### config.mk
export PLATFORM = sky130hd
export DESIGN_NAME = ram_ctrl
export DESIGN_NICKNAME = d
export VERILOG_FILES = /design/src/rtl/ram_ctrl_pkg.sv /design/src/rtl/rr_arb2.sv /design/src/rtl/ram_ctrl.sv
export SDC_FILE = /design/constraint.sdc
export NUM_CORES = 1
export LEC_CHECK = 0
export CELL_PAD_IN_SITES_DETAIL_PLACEMENT = 2
export CELL_PAD_IN_SITES_GLOBAL_PLACEMENT = 2
export CORE_MARGIN = 2
export CORE_UTILIZATION = 24
export DETAILED_ROUTE_END_ITERATION = 12
export GPL_ROUTABILITY_DRIVEN = 0
export PLACE_DENSITY_LB_ADDON = 0.2
export SETUP_SLACK_MARGIN = 0.4
export SYNTH_ARGS = -nofsm -noshare
export SYNTH_HDL_FRONTEND = slang
export SYNTH_SLANG_ARGS = --single-unit
### constraint.sdc
create_clock -name clk -period 1.8 [get_ports clk]
set_clock_uncertainty 0.2 [all_clocks]
set_input_delay 0.54 -clock clk [delete_from_list [all_inputs] [get_ports clk]]
set_output_delay 0.54 -clock clk [all_outputs]
set_load 0.02 [all_outputs]
### src/rtl/ram_ctrl_pkg.sv
// Shared definitions for the ram_ctrl block: widths, operation codes and the
// controller state encoding. RAM_CTRL_INIT_EN adds the power-up clearing state.
package ram_ctrl_pkg;

    localparam int ADDR_W = 3;
    localparam int DATA_W = 8;

    localparam logic OP_WRITE = 1'b1;
    localparam logic OP_READ  = 1'b0;

    localparam logic [ADDR_W-1:0] LAST_ADDR = 3'd7;

    typedef enum logic [2:0] {
        ST_IDLE   = 3'd0,
        ST_SETUP  = 3'd1,
        ST_STROBE = 3'd2,
        ST_HOLD   = 3'd3
`ifdef RAM_CTRL_INIT_EN
        , ST_INIT = 3'd4
`endif
    } state_t;

`ifdef RAM_CTRL_INIT_EN
    localparam state_t RESET_STATE = ST_INIT;
`else
    localparam state_t RESET_STATE = ST_IDLE;
`endif

endpackage

### src/rtl/rr_arb2.sv
// Two-way round-robin arbiter. req[0] is requester A, req[1] is requester B.
// The grant is combinational and one-hot; the last-granted record moves only
// when the grant is accepted. Out of reset B counts as last served, so A wins
// the first contention.
module rr_arb2 (
    input  logic       clk,
    input  logic       rst_n,
    input  logic [1:0] req,
    input  logic       accept,
    output logic [1:0] gnt
);

    logic last_b_q;  // 1: B was granted most recently

    // Contention goes to whoever was not served last.
    always_comb begin
        gnt[0] = req[0] & (~req[1] | last_b_q);
        gnt[1] = req[1] & (~req[0] | ~last_b_q);
    end

    // Record the winner of each accepted grant.
    always_ff @(posedge clk or negedge rst_n) begin
        // NOTE: state flops use non-blocking assignments so every flop samples pre-edge values.
        if (!rst_n) begin
            last_b_q <= 1'b1;
        end else if (accept) begin
            last_b_q <= gnt[1];
        end
    end

endmodule

### src/rtl/ram_ctrl.sv
// Two-requester controller for an external 8x8 latch RAM. Each access runs
// IDLE -> SETUP -> STROBE -> HOLD with every output registered; ram_sel is
// high only during STROBE. Define RAM_CTRL_INIT_EN to add an INIT state that
// clears all eight locations after reset before any request is served.
module ram_ctrl
    import ram_ctrl_pkg::*;
(
    input  logic       clk,
    input  logic       rst_n,
    input  logic       a_req,
    input  logic       a_op,
    input  logic [2:0] a_addr,
    input  logic [7:0] a_wdata,
    output logic       a_gnt,
    output logic       a_rvalid,
    input  logic       b_req,
    input  logic       b_op,
    input  logic [2:0] b_addr,
    input  logic [7:0] b_wdata,
    output logic       b_gnt,
    output logic       b_rvalid,
    output logic [7:0] rdata,
    output logic       busy,
    output logic [7:0] ram_inp,
    output logic [2:0] ram_addr,
    output logic       ram_op,
    output logic       ram_sel,
    input  logic [7:0] ram_outp
);

    state_t      state_q, state_d;
    logic        owner_q, owner_d;   // 0: A owns the access, 1: B
    logic        op_d;
    logic [2:0]  addr_d;
    logic [7:0]  wdata_d;
    logic [7:0]  rdata_d;
    logic        a_gnt_d, b_gnt_d, a_rvalid_d, b_rvalid_d;
    logic        sel_d, busy_d;
    logic [1:0]  arb_gnt;
    logic        arb_accept;
`ifdef RAM_CTRL_INIT_EN
    logic        init_q, init_d;     // clearing sweep still in progress
`endif

    rr_arb2 u_arb (
        .clk    (clk),
        .rst_n  (rst_n),
        .req    ({b_req, a_req}),
        .accept (arb_accept),
        .gnt    (arb_gnt)
    );

    // Next-state and next-output logic; ram_op/addr/inp double as the latched request.
    always_comb begin
        // NOTE: every signal gets a default first so no path leaves one unassigned (no latches).
        state_d    = state_q;
        owner_d    = owner_q;
        op_d       = ram_op;
        addr_d     = ram_addr;
        wdata_d    = ram_inp;
        rdata_d    = rdata;
        a_gnt_d    = 1'b0;
        b_gnt_d    = 1'b0;
        a_rvalid_d = 1'b0;
        b_rvalid_d = 1'b0;
        arb_accept = 1'b0;
`ifdef RAM_CTRL_INIT_EN
        init_d     = init_q;
`endif
        unique case (state_q)
            ST_IDLE: begin
                if (arb_gnt != 2'b00) begin
                    arb_accept = 1'b1;
                    owner_d    = arb_gnt[1];
                    a_gnt_d    = arb_gnt[0];
                    b_gnt_d    = arb_gnt[1];
                    op_d       = arb_gnt[1] ? b_op    : a_op;
                    addr_d     = arb_gnt[1] ? b_addr  : a_addr;
                    wdata_d    = arb_gnt[1] ? b_wdata : a_wdata;
                    state_d    = ST_SETUP;
                end
            end
            ST_SETUP: begin
                state_d = ST_STROBE;
            end
            ST_STROBE: begin
                state_d = ST_HOLD;
                if (ram_op == OP_READ) begin
                    rdata_d    = ram_outp;
                    a_rvalid_d = ~owner_q;
                    b_rvalid_d = owner_q;
                end
            end
            ST_HOLD: begin
                state_d = ST_IDLE;
`ifdef RAM_CTRL_INIT_EN
                if (init_q) begin
                    if (ram_addr == LAST_ADDR) begin
                        init_d = 1'b0;
                    end else begin
                        addr_d  = ram_addr + 3'd1;
                        state_d = ST_SETUP;
                    end
                end
`endif
            end
`ifdef RAM_CTRL_INIT_EN
            ST_INIT: begin
                op_d    = OP_WRITE;
                addr_d  = '0;
                wdata_d = '0;
                state_d = ST_SETUP;
            end
`endif
            default: begin
                state_d = ST_IDLE;
            end
        endcase
        sel_d  = (state_d == ST_STROBE);
        busy_d = (state_d != ST_IDLE);
    end

    // Register state and all outputs; reset aborts any access, dropping ram_sel at once.
    always_ff @(posedge clk or negedge rst_n) begin
        if (!rst_n) begin
            state_q  <= RESET_STATE;
            owner_q  <= 1'b0;
            ram_op   <= 1'b0;
            ram_addr <= '0;
            ram_inp  <= '0;
            rdata    <= '0;
            a_gnt    <= 1'b0;
            b_gnt    <= 1'b0;
            a_rvalid <= 1'b0;
            b_rvalid <= 1'b0;
            ram_sel  <= 1'b0;
            busy     <= 1'b0;
`ifdef RAM_CTRL_INIT_EN
            init_q   <= 1'b1;
`endif
        end else begin
            state_q  <= state_d;
            owner_q  <= owner_d;
            ram_op   <= op_d;
            ram_addr <= addr_d;
            ram_inp  <= wdata_d;
            rdata    <= rdata_d;
            a_gnt    <= a_gnt_d;
            b_gnt    <= b_gnt_d;
            a_rvalid <= a_rvalid_d;
            b_rvalid <= b_rvalid_d;
            ram_sel  <= sel_d;
            busy     <= busy_d;
`ifdef RAM_CTRL_INIT_EN
            init_q   <= init_d;
`endif
        end
    end

endmodule

# Word-level counts from Yosys, hierarchy flattened

Cells that the tools add are included.

Bits in registers: 31
Bits of input ports: 36
Output and inout bits: 26
Logic and storage cells: 45

Equal/unequal tests: 3
Muxes and demuxes: 15
Bitwise gates (word level): 9
Reduce and logical (&&, ||, !) cells: 5

Operators with widths:

| kind               | count |
|---|---|
| $mux 1             | 11 |
| $pmux 3 s3         | 1 |
| $mux 8             | 1 |
| $eq 3x2->1 const B | 2 |
| $mux 3             | 2 |
| $not 1->1          | 5 |
| $reduce_and 2->1   | 2 |
| $eq 3x1->1 const B | 1 |
| $logic_not 3->1    | 1 |
| $reduce_bool 3->1  | 1 |
| $and 1x1->1        | 2 |
| $or 1x1->1         | 2 |
| $reduce_bool 2->1  | 1 |

# Depth between registers and ports, before layout

Depth after elaboration: 7
Gate-level depth with buffers: 4
Depth with buffers taken out: 3

# By module

Synthesis repeated with hierarchy kept, for this count alone.

Cell total of the unflattened synthesis: 86
Area, all modules: 1,306.3 um^2

By module, submodules not included:

| module   | instances | cells each | area each (um^2) | seq. area each (um^2) |
|---|---|---|---|---|
| ram_ctrl | 1         | 81         | 1,242.4          | 750.7 |
| rr_arb2  | 1         | 5          | 63.8             | 26.3 |

# Worst setup path before layout

Ideal clock, no wire load.

Path kind: register to register
From: register state_q[0]
To: register rdata[0]
Library setup time: 0.125 ns
Arrival time: 1.320 ns
Data required time: 1.475 ns
Path slack: 0.155 ns
Cell stages (with the launch flop): 4
Buffers on the path: 0
Period minus slack after synthesis: 1.645 ns
Cells stage by stage: dfrtp_1 -> or3b_4 -> nor2_8 -> mux2_2

Word-level cells in the longest chain between the ends: 2

Ends and longest elaborated chain:

| what                              | line            | RTL |
|---|---|---|
| from (decl)                       | ram_ctrl.sv:31  | `state_t state_q, state_d;` |
| from (signal assigned)            | ram_ctrl.sv:142 | `state_q <= state_d;` |
| $eq 3x2->1                        | ram_ctrl.sv:70  | `unique case (state_q)` |
| $reduce_and 2->1 (no source line) | --              |  |
| to (signal assigned)              | ram_ctrl.sv:147 | `rdata <= rdata_d;` |
| to (decl)                         | ram_ctrl.sv:22  | `output logic [7:0] rdata,` |

No other way between the ends.
A chain may end at the register's enable or synchronous reset.

# Worst setup path after layout

From: register state_q[1]
To: register owner_q

Word-level cells in the longest chain between the ends: 2

Ends and longest elaborated chain:

| what                              | line            | RTL |
|---|---|---|
| $logic_not 3->1                   | ram_ctrl.sv:70  |  |
| $reduce_and 2->1 (no source line) | --              |  |
| to (signal assigned)              | ram_ctrl.sv:143 | `owner_q <= owner_d;` |
| to (decl)                         | ram_ctrl.sv:32  | `logic owner_q, owner_d;` |

No other way between the ends.

==> qor.csv <==
stage,metric,value,unit
timing,maxSlewViolCount,0,
min_path,hold_depth,1,
synth,synth_top_cell_area_share,59.00,%
cts,clock_path_buffers,2,
synth,yosys_register_bits,31,
power_and_ir_drop,vdd_drop_max,717.7,uV
timing,fmax,565.3,MHz
layout,fin_util,53.50,%
critical_path,r2r_slack,0.03,ns
critical_path,crit_start,state_q[1]$_DFF_PN0_,
cts,cts-root-buf,clkbuf_8,
drt,dr_total_vias,1272,
status,outcome,finished clean,
cts,cts_buffers,5,
critical_path,path_class,register to register,
global_route,grt.total_usage,20.21,%
timing,min_period_over_period,98.27,%
critical_path,crit_cells,5,
power_and_ir_drop,p_int,2.812,mW
cts,cts_tree,yes,
cts,htree_num_levels,2,
min_path,holdCritStartpoint,rdata[5]$_DFFE_PN0P_,
timing,final.setup.tns,0,ns
cts,holdBufCountCts,0,
critical_path,endpoint,owner_q$_DFFE_PN0P_,
critical_path,path_buf_inv,2,
layout,final_common_cell,buf_6,
critical_path,r2r-start,state_q[1]$_DFF_PN0_,
place,io_buffers,61,
floorplanning,start_util,24.91,%
power_and_ir_drop,p_sw,1.670,mW
timing,worst_slack,0.03111,ns
global_route,grt-ovfl-total,0,
place,dpl.hpwl,2959,um
power_and_ir_drop,p_seq_share,28.0,%
global_route,grt_first_pass_wirelength,8818,um
layout,n_antenna_cell,0,
layout,n_fill_cell,493,
critical_path,crit_top_cell,buf_6,
drt,antenna_left,0,
synth,synth.distinct_cells,27,
power_and_ir_drop,power_density,1640,nW/um^2
synth,synth_warnings,0,
power_and_ir_drop,pwr-share-clk,12.1,%
place,dp.cells,227,
layout,syn_to_final_growth,114.7,%
global_route,first_global_vias,1511,
layout,final_cell_count_no_fill,272,
cts,clkLatencyLatePin,0.29,ns
timing,hold_viol,0,
global_route,grt_antenna_before_repair,0,
place,pre_cts_ws,-0.3108,ns
critical_path,cp_slowest_cell,dfrtp_1,
cts,clkSlewWorstSetupHoldPaths,0.07,ns
layout,postLayoutCellArea,2733,um^2
layout,drive_gt1_share,62.38,%
drt,vias_per_cell,4.676,
power_and_ir_drop,sw_frac_of_total,37.25,%
drt,firstDrtPassIters,4,
drt,wl_per_cell,21.97,um
floorplanning,die_x,76.82,um
drt,first_iter_violations,35,
floorplanning,core_area,5107,um^2
critical_path,crit_path_start_kind,register,
drt,drt_wl_total,5977,um
critical_path,timing.rr.end,owner_q$_DFFE_PN0P_,
critical_path,required,1.77,ns
layout,nNetsFinal,237,
power_and_ir_drop,p_leak,1.174,nW
critical_path,crit_family,simple AND/OR/NAND/NOR gates,
synth,netlist_area,1272,um^2
synth,yosysSeqAreaShare,61.06,%
critical_path,path_max_fanout,3,
floorplanning,num_io_pins,62,
critical_path,critPathCaptureType,register,
critical_path,arrival,1.74,ns
cts,cts.sinks,31,
synth,synth_fp_nets,128,
floorplanning,rows,26,
layout,final_cell_mix,"buf_6, clkdlybuf4s50_1, dfrtp_1, buf_4, a2bb2oi_2",
synth,synth_cells,92,
critical_path,reg2reg_depth,5,
timing,layout_min_cycle_time,1.769,ns
min_path,hold_class,register to register,
timing,setup_viol,0,
critical_path,crit_path_max_incr_delay,0.41,ns
critical_path,path_cells,buf_6 > or3_4 > buf_6 > and2_1 > a211o_1,
global_route,grt_max_degree,21,
power_and_ir_drop,pwr-share-comb,59.9,%
synth,synth_area_leader_cell,dfrtp_1,
place,placed_area,2016,um^2
synth,synth.area.top_cells,"dfrtp_1, a2bb2oi_1, o32ai_1",
timing,rsz0062_at_grt,true,
floorplanning,die_h,76.82,um
drt,drc,0,
job,drv_cap,0,
floorplanning,die_area,5901,um^2
synth,syn_avg_cell_area,13.83,um^2
[flip-flops by register name, summed over array words and instances (netlist names)]
signal          cells
ram_op              1
b_rvalid            1
a_rvalid            1
u_arb.last_b_q      1
busy                1
ram_inp             8
a_gnt               1
owner_q             1
ram_sel             1
ram_addr            3
rdata               8
state_q             3
b_gnt               1
[worst min-delay path by stage]
| stage | to | slack [ns] |
|---|---|---|
| 2_1_floorplan | a_gnt$_DFF_PN0_ | 0.04 |
| 3_3_place_gp | a_rvalid$_DFF_PN0_ | 0.28 |
| 3_5_place_dp | a_rvalid$_DFF_PN0_ | 0.27 |
| 4_1_cts | a_rvalid$_DFF_PN0_ | 0.28 |
| 5_1_grt | rdata[5]$_DFFE_PN0P_ | 0.37 |
| 6_report | rdata[5]$_DFFE_PN0P_ | 0.34 |
[metrics by stage]
stage	hold slack (ns)	power [mW]
2_1_floorplan	0.04441	1.972
3_3_place_gp	0.2786	2.708
3_5_place_dp	0.2746	2.767
4_1_cts	0.2784	4.071
5_1_grt	0.3719	4.691
6_report	0.3413	4.482
[power groups by stage]
stage	combinational (mW)	clock [mW]	sequential, mW
after floorplan	0.514	0	1.46
final	2.69	0.541	1.26
after detailed placement	1.60	0	1.17
after global routing	2.82	0.580	1.29
after global placement	1.55	0	1.15
after CTS	2.29	0.546	1.24
[Yosys cell counts]
master and n:
nor2_8 1, or3b_4 1, inv_1 1, nor2b_1 1
a211o_1 1, a21bo_2 1, nor3_1 3, dfstp_2 1
nor2_1 3, dfrtp_1 30, o21ai_0 2, clkbuf_1 3
a2bb2oi_1 12, xnor2_1 1, buf_2 1, nor2_4 1
nand2_1 1, o32ai_1 12, and2_1 1, a31oi_1 1
or3_4 1, and2_2 1, a21oi_1 1, nor3b_1 1
mux2_2 8, buf_6 1, conb_1 1
[area by class of cell]
type                            instances  area [um^2]  share of cell area, %
Tap cell                               70        87.58                  3.205
Timing Repair Buffer                  105         1049                  38.37
Clock inverter                          1        5.005                 0.1832
Clock buffer                            7        76.32                  2.793
Sequential cell                        31        779.5                  28.53
Inverter                                1        7.507                 0.2747
Multi-Input combinational cell         57        728.2                  26.65
[cell families after synthesis]
family	share of synthesized area, %
DFF	61.06
AOI/OAI and AO/OA	19.67
other	0.2947
muxes	7.080
xor gates and xnor gates	0.6884
and+or+nand+nor	8.751
buffers and inverters	2.457
[layer usage]
layer | GRT usage (%) | part of all wire [%] | up-vias
met4 | 8.000 | 2.3 | 0
met5 | 0 | 0 | -
met3 | 2.824 | 3.3 | 11
met2 | 38.42 | 54 | 41
met1 | 22.41 | 40 | 647
li1 | - | - | 573
[what timing repair did]
action,4_1_cts,5_1_grt
gates resized for setup,207,13
buffers inserted,18,15
pin swaps,6,6
cloned,4,0
endpoints found under the setup margin,53,54
Note: power is estimated with default switching activity, not from simulation.
